<file path="config.mk">
export PLATFORM = sky130hd
export DESIGN_NAME = spi_frame_sequencer
export DESIGN_NICKNAME = d
export VERILOG_FILES = /design/src/rtl/spi_seq_pkg.sv /design/src/rtl/spi_bit_cnt.sv /design/src/rtl/spi_frame_sequencer.sv
export SDC_FILE = /design/constraint.sdc
export NUM_CORES = 1
export LEC_CHECK = 0
export CORE_MARGIN = 3
export CORE_UTILIZATION = 30
export DETAILED_ROUTE_END_ITERATION = 6
export GPL_ROUTABILITY_DRIVEN = 1
export GPL_TIMING_DRIVEN = 0
export HOLD_SLACK_MARGIN = 0.15
export PLACE_DENSITY = 0.58
export SETUP_SLACK_MARGIN = 0.4
export SYNTH_ARGS = -nofsm -noshare
export SYNTH_HDL_FRONTEND = slang
export SYNTH_SLANG_ARGS = --single-unit
</file>
<file path="constraint.sdc">
create_clock -name sck -period 1.9 [get_ports sck]
set_input_delay 0.38 -clock sck [delete_from_list [all_inputs] [get_ports sck]]
set_output_delay 0.38 -clock sck [all_outputs]
set_load 0.02 [all_outputs]
</file>
<file path="src/rtl/spi_seq_pkg.sv">
// Shared types for spi_frame_sequencer: FSM states, opcodes, the strobe bundle
// and the debug view. Burst behaviour is selected in the top by SPI_SEQ_BURST_EN.
package spi_seq_pkg;

  localparam int BYTE_BITS = 8;
  localparam int CNT_W     = $clog2(BYTE_BITS);

  localparam logic [7:0] OP_WRITE = 8'h02;
  localparam logic [7:0] OP_READ  = 8'h03;

  typedef enum logic [3:0] {
    IDLE  = 4'd0,
    CMD   = 4'd1,
    ADDR  = 4'd2,
    WDATA = 4'd3,
    WRITE = 4'd4,
    RD    = 4'd5,
    LDTX  = 4'd6,
    TXSH  = 4'd7,
    HOLD  = 4'd8
  } state_t;

  typedef struct packed {
    logic load_cbuf;
    logic latch_a;
    logic dec_a;
    logic rst_a;
    logic latch_rx;
    logic dec_rx;
    logic rst_rx;
    logic load_tx;
    logic shift_tx;
    logic dec_tx;
    logic rst_tx;
    logic re;
    logic we;
  } strobes_t;

  typedef struct packed {
    state_t             state;
    logic [CNT_W-1:0]   bit_cnt;
  } dbg_t;

  // Strobe pattern held for the whole time the FSM sits in state s.
  function automatic strobes_t state_strobes(input state_t s);
    strobes_t st;
    st = '0;
    case (s)
      IDLE: begin
        st.rst_a  = 1'b1;
        st.rst_rx = 1'b1;
        st.rst_tx = 1'b1;
      end
      CMD:   st.load_cbuf = 1'b1;
      ADDR: begin
        st.latch_a = 1'b1;
        st.dec_a   = 1'b1;
      end
      WDATA: begin
        st.latch_rx = 1'b1;
        st.dec_rx   = 1'b1;
      end
      WRITE: begin
        st.we     = 1'b1;
        st.rst_rx = 1'b1;
      end
      RD:    st.re = 1'b1;
      LDTX: begin
        st.load_tx = 1'b1;
        st.rst_tx  = 1'b1;
      end
      TXSH: begin
        st.shift_tx = 1'b1;
        st.dec_tx   = 1'b1;
      end
      default: st = '0;
    endcase
    return st;
  endfunction

  function automatic logic is_byte_phase(input state_t s);
    return (s == CMD) || (s == ADDR) || (s == WDATA) || (s == TXSH);
  endfunction

endpackage

</file>
<file path="src/rtl/spi_bit_cnt.sv">
// Down-counter that times one byte phase: load to BYTE_BITS-1, decrement per sck,
// terminal count when it reaches zero.
module spi_bit_cnt
  import spi_seq_pkg::*;
(
  input  logic             sck,
  input  logic             rst,
  input  logic             i_load,
  input  logic             i_dec,
  output logic [CNT_W-1:0] o_cnt,
  output logic             o_tc
);

  logic [CNT_W-1:0] r_cnt;

  always_ff @(posedge sck) begin
    if (!rst) begin
      r_cnt <= '0;
    end else if (i_load) begin
      r_cnt <= CNT_W'(BYTE_BITS - 1);
    end else if (i_dec) begin
      r_cnt <= r_cnt - 1'b1;
    end
  end

  assign o_cnt = r_cnt;
  assign o_tc  = (r_cnt == '0);

endmodule

</file>
<file path="src/rtl/spi_frame_sequencer.sv">
// SPI slave frame sequencer: CMD/ADDR/data byte phases driving SRAM strobes.
// Define SPI_SEQ_BURST_EN to keep streaming bytes with address increment until ss_n rises.
module spi_frame_sequencer
  import spi_seq_pkg::*;
(
  input  logic       sck,
  input  logic       rst,
  input  logic       ss_n,
  input  logic [7:0] cmd,
  output logic       load_cbuf,
  output logic       latch_a,
  output logic       dec_a,
  output logic       rst_a,
  output logic       latch_rx,
  output logic       dec_rx,
  output logic       rst_rx,
  output logic       load_tx,
  output logic       shift_tx,
  output logic       dec_tx,
  output logic       rst_tx,
  output logic       re,
  output logic       we,
  output logic       addr_inc,
  output logic       busy,
  output logic       bad_cmd,
  output dbg_t       o_dbg
);

  state_t           r_state;
  state_t           w_nxt;
  strobes_t         r_stb;
  logic             r_busy;
  logic             r_bad_cmd;
  logic             w_set_bad;
  logic [CNT_W-1:0] w_cnt;
  logic             w_tc;
  logic             w_in_byte;
  logic             w_cnt_load;
  logic             w_cnt_dec;

  // Counter reloads whenever we are outside a byte phase or finishing one,
  // so every phase starts at BYTE_BITS-1 without explicit entry logic.
  assign w_in_byte  = is_byte_phase(r_state);
  assign w_cnt_dec  = w_in_byte && !w_tc;
  assign w_cnt_load = !w_cnt_dec;

  spi_bit_cnt u_bit_cnt (
    .sck    (sck),
    .rst    (rst),
    .i_load (w_cnt_load),
    .i_dec  (w_cnt_dec),
    .o_cnt  (w_cnt),
    .o_tc   (w_tc)
  );

  always_comb begin
    w_nxt     = r_state;
    w_set_bad = 1'b0;
    if (r_state != IDLE && ss_n) begin
      w_nxt = IDLE;
    end else begin
      case (r_state)
        IDLE:  if (!ss_n) w_nxt = CMD;
        CMD:   if (w_tc) w_nxt = ADDR;
        ADDR: begin
          if (w_tc) begin
            if (cmd == OP_WRITE) begin
              w_nxt = WDATA;
            end else if (cmd == OP_READ) begin
              w_nxt = RD;
            end else begin
              w_nxt     = HOLD;
              w_set_bad = 1'b1;
            end
          end
        end
        WDATA: if (w_tc) w_nxt = WRITE;
`ifdef SPI_SEQ_BURST_EN
        WRITE: w_nxt = WDATA;
`else
        WRITE: w_nxt = HOLD;
`endif
        RD:    w_nxt = LDTX;
        LDTX:  w_nxt = TXSH;
`ifdef SPI_SEQ_BURST_EN
        TXSH:  if (w_tc) w_nxt = RD;
`else
        TXSH:  if (w_tc) w_nxt = HOLD;
`endif
        HOLD:  w_nxt = HOLD;
        default: w_nxt = IDLE;
      endcase
    end
  end

`ifdef SPI_SEQ_BURST_EN
  logic r_addr_inc;
  logic w_inc_nxt;

  // Pulse alongside WRITE, and on the final TXSH bit (count 1 now -> 0 next).
  assign w_inc_nxt = (w_nxt == WRITE) ||
                     ((r_state == TXSH) && (w_nxt == TXSH) && (w_cnt == CNT_W'(1)));

  always_ff @(posedge sck) begin
    if (!rst) begin
      r_addr_inc <= 1'b0;
    end else begin
      r_addr_inc <= w_inc_nxt;
    end
  end

  assign addr_inc = r_addr_inc;
`else
  assign addr_inc = 1'b0;
`endif

  // Outputs are registered from the next state so they line up with r_state.
  always_ff @(posedge sck) begin
    if (!rst) begin
      r_state   <= IDLE;
      r_stb     <= state_strobes(IDLE);
      r_busy    <= 1'b0;
      r_bad_cmd <= 1'b0;
    end else begin
      r_state <= w_nxt;
      r_stb   <= state_strobes(w_nxt);
      r_busy  <= (w_nxt != IDLE);
      if (r_state == IDLE && w_nxt == CMD) begin
        r_bad_cmd <= 1'b0;
      end else if (w_set_bad) begin
        r_bad_cmd <= 1'b1;
      end
    end
  end

  assign load_cbuf     = r_stb.load_cbuf;
  assign latch_a       = r_stb.latch_a;
  assign dec_a         = r_stb.dec_a;
  assign rst_a         = r_stb.rst_a;
  assign latch_rx      = r_stb.latch_rx;
  assign dec_rx        = r_stb.dec_rx;
  assign rst_rx        = r_stb.rst_rx;
  assign load_tx       = r_stb.load_tx;
  assign shift_tx      = r_stb.shift_tx;
  assign dec_tx        = r_stb.dec_tx;
  assign rst_tx        = r_stb.rst_tx;
  assign re            = r_stb.re;
  assign we            = r_stb.we;
  assign busy          = r_busy;
  assign bad_cmd       = r_bad_cmd;
  assign o_dbg.state   = r_state;
  assign o_dbg.bit_cnt = w_cnt;

endmodule

</file>
==> run summary, run 1 <==
Clock tree root buffer cell -> clkbuf_4
RSZ-0062 raised after global routing -> true
Max FO, Critical Path -> 6
EDFF count, synth -> 0
Outcome -> completed
Endpoint class of the critical path -> flop
Drt total wl -> 2460 um
Full die area -> 4050 um2
Clock-pin slew on the worst setup and hold paths -> 110 ps
Num rows -> 20
Post-CTS Hold Buffers -> 0
Leak -> 0.668 nW
NetSw -> 276 uW
Pins Over Slew Limit -> 0
Most frequent cells in the layout -> 21 x dlygate4sd2_1, 14 x dfxtp_1, 13 x buf_4
Setup Skew -> 1.22 ps
Mean area per synthesized cell -> 10.1 um2
Minimum clock period -> 1740 ps
Overall fraction of global-route tracks in use -> 13.5%
Crit path DAT -> 1940 ps
Design Area, Final -> 1520 um2
DR vias -> 856
HP Class -> flop to flop
DR vias/cell -> 4.60
Antenna violations before repair -> 0
Final setup fails -> 0
Die height -> 63.6 um
Die X -> 63.6 um
Sw Ratio -> 30.4%
TritonCTS clock tree -> done
Congestion Overflow GR -> 0
Crit-path cells -> clkdlybuf4s50_1 -> nor3b_4 -> and4_1 -> or2_4 -> a211o_4 -> o21a_1
Layout cells sized above 1 -> 41.5%
DRT Pass-1 Iters -> 4
Max stage delay on crit path -> 500 ps
DRC -> 0
Number of flip-flops under the largest register name -> 4
WP buf/inv -> 1
Synth async-reset ratio -> 0%
Clock power share -> 22.7%
First-pass GRT wire length -> 4340 um
H-tree Lvls -> 1
Commonest non-fill, non-tap cell in the layout -> dlygate4sd2_1
Nets -> 156
Detailed placer's ending HPWL -> 1780 um
Top_reg_cell synth -> dfxtp_1
# port buffers -> 32
Mapped Cells -> 99
CTS buffer count -> 3
Warnings, synthesis -> 0
Gpl congestion -> 0.695
Largest net degree at the start of global routing -> 12
Diode count -> 0
Count of cell types in the netlist -> 44
1st-iter DRT viols -> 12
Final period util -> 91.4%
Flops & latches, synth -> 19
CP top delay family -> compound AO/OA/AOI/OAI gates
Mapped Nets -> 112
Max cap viols -> 0
Clk sinks -> 19
Comb pwr share -> 28.7%
Mapped Area -> 996 um2
CP max-delay cell -> clkdlybuf4s50_1
Fillers -> 325
Skew-Pair Late Insertion Delay -> 300 ps
Sequential share of power -> 48.6%
Area after DPL -> 1400 um2
PD cells -> 595 nW/um2
Util after Layout -> 49.1%
Peak supply drop -> 0.000270 V
Post-DRT Antenna Nets -> 0
Worst Setup Path Type -> primary input to flop
Critical path launch point type -> primary input
Clock Path Buffers -> 2
Worst endpoint required time -> 2110 ps
Syn-to-layout area delta -> 52.9%
Biggest register -> r_state
Vias in the first global route -> 869
Starting Density -> 32.1%
Fmax -> 576 MHz
DR WL/cell -> 13.2 um
Pint -> 630 uW
Core region area -> 3100 um2
Fin. Hold Viols -> 0
Register area share after synthesis -> 38.2%
Ports -> 34
## layer usage
| layer | track usage (%) | part of all wire [%] |
|---|---|---|
| met5 | 0 | 0 |
| met4 | 6.47 | 1.8 |
| met3 | 2.67 | 4.3 |
| met2 | 20.7 | 47 |
| met1 | 18.1 | 47 |
## through the flow
step                setup TNS [ps]  instances  worst slack [ps]  power [mW]  hold slack [ps]
finish                           0        186               163       0.906              479
global route                     0        186               108       0.970              501
CTS                              0        184               151       0.910              485
detailed placement           -2630        175              -320       0.691              453
global placement             -2610        175              -318       0.689              445
floorplan                        0         99               203       0.596              486
## final cells by class
class                   count  area (um2)  area share [%]
well taps                  44        55.1            3.62
multi-input cells          65         601            39.4
clock inverters             1        5.00           0.329
repair buffers             39         345            22.7
clock buffers               3        22.5            1.48
inverters                   6        27.5            1.81
flip-flops and latches     19         392            25.7
plain buffers               9        75.1            4.93
## path summary, 6_finish.rpt
check	start	endpoint	slack (ps)	cells past startpoint
max	cmd[3]	busy	160	6
max reg2reg	u_bit_cnt.o_cnt[1]	busy	180	7
min reg2reg	u_bit_cnt.o_cnt[0]	u_bit_cnt.o_cnt[0]	480	1
min	u_bit_cnt.o_cnt[0]	u_bit_cnt.o_cnt[0]	480	1
## cells by family after synthesis
family                   count (synthesis)  synth area share, %
AO/OA/AOI/OAI                           23                 20.4
other                                    1                0.377
buffers and inverters                   15                 9.80
XOR/XNOR                                 3                 2.64
AND/OR/NAND/NOR                         36                 26.1
adder cells (fa/ha/maj)                  2                 2.51
flip-flops                              19                 38.2
## Yosys cell counts (2+ instances only)
cell,instances,area [um2]
nor3_2,2,20.0
o211ai_2,2,25.0
and3_2,2,15.0
nand2_1,6,22.5
inv_1,5,18.8
nor3b_2,2,25.0
buf_6,2,22.5
nand2b_1,3,18.8
o21ai_0,3,15.0
dfxtp_1,19,380
nor3_1,2,10.0
ha_1,2,25.0
and2_1,2,12.5
buf_4,7,52.6
a211oi_1,2,15.0
xnor2_1,2,17.5
or2_4,2,17.5
nor3b_1,3,22.5
o21ai_1,2,10.0
a21boi_0,3,22.5
nor2_1,3,11.3
## power groups by stage
stage	clock [mW]	sequential, mW	combinational, mW
final	0.206	0.440	0.260
after global routing	0.243	0.445	0.282
after CTS	0.218	0.440	0.252
after detailed placement	0	0.447	0.244
after global placement	0	0.447	0.242
after floorplan	0	0.478	0.117
## repair_timing
| item | in CTS | in global routing |
|---|---|---|
| setup endpoints to repair | 38 | 24 |
| hold endpoints to repair | 0 | 0 |
| buffers inserted | 5 | 2 |
| pin swaps | 10 | 8 |
| resized for setup | 37 | 11 |
(Power assumes the default switching activity.)
==> inputs of run 2 (changes only) <==
MAX_ROUTING_LAYER = met4   (was not set)
PLACE_DENSITY = not set   (was 0.58)
PLACE_DENSITY_LB_ADDON = 0.25   (was not set)
==> run summary, run 2 (synthesized netlist as in run 1, its figures left out) <==
HP Start -> u_bit_cnt.o_cnt[0] (unchanged)
Crit path DAT -> 1930 ps (was 1940 ps)
Worst hold stages -> 1 (unchanged)
DR WL/cell -> 12.6 um (was 13.2 um)
Critical Path Start -> u_bit_cnt.o_cnt[1] (was cmd[3])
PD cells -> 578 nW/um2 (was 595 nW/um2)
Clock-pin slew on the worst setup and hold paths -> 100 ps (was 110 ps)
1st-iter DRT viols -> 25 (was 12)
DR vias/cell -> 4.62 (was 4.60)
First-pass GRT wire length -> 3920 um (was 4340 um)
Worst endpoint required time -> 2090 ps (was 2110 ps)
Syn-to-layout area delta -> 56.3% (was 52.9%)
Largest net degree at the start of global routing -> 12 (unchanged)
Final period util -> 91.3% (was 91.4%)
Clk sinks -> 19 (unchanged)
Post-DRT Antenna Nets -> 0 (unchanged)
Core region area -> 3100 um2 (unchanged)
Num rows -> 20 (unchanged)
Congestion Overflow GR -> 0 (unchanged)
RSZ-0062 raised after global routing -> true (unchanged)
Endpoint class of the critical path -> flop (unchanged)
Max cap viols -> 0 (unchanged)
Starting Density -> 32.1% (unchanged)
Setup Skew -> 0.961 ps (was 1.22 ps)
Global route hottest layer -> met2 (unchanged)
Worst Reg-to-Reg Cells -> 7 (unchanged)
Skew-Pair Late Insertion Delay -> 280 ps (was 300 ps)
Min-Delay Endpoint -> u_bit_cnt.o_cnt[0] (unchanged)
Drt total wl -> 2350 um (was 2460 um)
Biggest register -> r_state (unchanged)
Vias in the first global route -> 881 (was 869)
Placement Setup Slack -> -315 ps (was -320 ps)
Met2 layer usage reported by global route -> 20.6% (was 20.7%)
DRT Pass-1 Iters -> 4 (unchanged)
Nets -> 156 (unchanged)
Final setup fails -> 0 (unchanged)
TritonCTS clock tree -> done (unchanged)
Full die area -> 4050 um2 (unchanged)
Commonest non-fill, non-tap cell in the layout -> dlygate4sd2_1 (unchanged)
Layout cells sized above 1 -> 45.8% (was 41.5%)
Peak supply drop -> 0.000371 V (was 0.000270 V)
Gpl congestion -> 0.802 (was 0.695)
Clock Path Buffers -> 2 (unchanged)
Fmax -> 576 MHz (about the same)
Die X -> 63.6 um (unchanged)
Worst Setup Path Type -> flop to flop (was primary input to flop)
DR vias -> 860 (was 856)
Met3 GRT Util -> 1.07% (was 2.67%)
Reg-to-reg critical path startpoint -> u_bit_cnt.o_cnt[1] (unchanged)
Antenna violations before repair -> 0 (unchanged)
Reg-to-reg slack, setup -> 160 ps (was 180 ps)
HP Class -> flop to flop (unchanged)
Area after DPL -> 1400 um2 (unchanged)
Number of flip-flops under the largest register name -> 4 (unchanged)
Die height -> 63.6 um (unchanged)
Overall fraction of global-route tracks in use -> 12.0% (was 13.5%)
Max FO, Critical Path -> 6 (unchanged)
Design Area, Final -> 1560 um2 (was 1520 um2)
Minimum clock period -> 1740 ps (about the same)
Fillers -> 308 (was 325)
Clock tree root buffer cell -> clkbuf_4 (unchanged)
Outcome -> completed (unchanged)
Final hold slack -> 477 ps (was 479 ps)
Most frequent cells in the layout -> 28 x dlygate4sd2_1, 13 x buf_4, 13 x dfxtp_1 (was 21 x dlygate4sd2_1, 14 x dfxtp_1, 13 x buf_4)
# port buffers -> 32 (unchanged)
Global Route met1 Usage -> 14.7% (was 18.1%)
Ports -> 34 (unchanged)
Reg2Reg Capture Point -> busy (unchanged)
Post-layout total power -> 900 uW (was 906 uW)
Leak -> 0.684 nW (was 0.668 nW)
H-tree Lvls -> 1 (unchanged)
Fin. Hold Viols -> 0 (unchanged)
Pins Over Slew Limit -> 0 (unchanged)
CTS buffer count -> 3 (unchanged)
DRC -> 0 (unchanged)
Critical path launch point type -> flop (was primary input)
Detailed placer's ending HPWL -> 1670 um (was 1780 um)
Final worst slack -> 165 ps (was 163 ps)
Diode count -> 0 (unchanged)
-- run 2: cell count changes in the layout (fill, tap and decap cells not counted), sizes merged --
cell,before,now
clkbuf,4,3
dlygate4sd2,21,28
clkdlybuf4s50,7,3
clkdlybuf4s15,3,1
-- run 2: metal layers --
layer | wire, um | up-vias
li1 | - | 429
met2 | 1230 | 24
met5 | 0 | -
met3 | 108 | 2
met4 | 21 | 0
met1 | 993 | 405
-- run 2: layout make-up --
| type | count | area, um2 | share of cell area (%) |
|---|---|---|---|
| tap | 44 | 55.1 | 3.54 |
| clock inverter | 1 | 5.00 | 0.322 |
| sequential | 19 | 393 | 25.2 |
| inverter | 6 | 27.5 | 1.77 |
| clock buffer | 3 | 22.5 | 1.45 |
| multi-input combinational | 65 | 637 | 40.9 |
| timing repair buffer | 39 | 342 | 21.9 |
| buffer | 9 | 75.1 | 4.82 |
-- run 2: report_power, final --
part	internal, mW	total [mW]	switching, mW
registers	0.424	0.441	0.0164
clock network	0.0781	0.195	0.116
logic	0.128	0.265	0.137
total	0.630	0.900	0.270
-- run 2: how the worst max path moves through the flow --
stage | to | slack (ps)
after floorplan | busy | 200
after global placement | rst_tx | -280
after detailed placement | rst_tx | -320
after CTS | busy | 170
after global routing | busy | 110
final | busy | 160
-- run 2: what timing repair did --
| item | CTS | global route |
|---|---|---|
| resized for setup | 44 | 12 |
| pin swaps | 12 | 11 |
| cloned | 0 | 0 |
| setup buffers | 6 | 1 |
| setup endpoints to repair | 38 | 22 |
| hold buffers | 0 | 0 |
| hold endpoints to repair | 0 | 0 |
-- run 2: critical path: stages, from the launching register on --
cell and delay [ps]:
dfxtp_4 360, inv_4 60, ha_4 130, nor2b_4 200
a211oi_2 90, or2_4 260, a211o_4 370, o21a_1 180
-- run 2: per-stage QoR --
step                utilization [%]  cells  TNS [ps]
floorplan                         -     99         0
global placement               45.2    175     -2200
detailed placement             45.2    175     -2560
CTS                            48.9    185         0
global route                   50.2    186         0
finish                         50.2    186         0
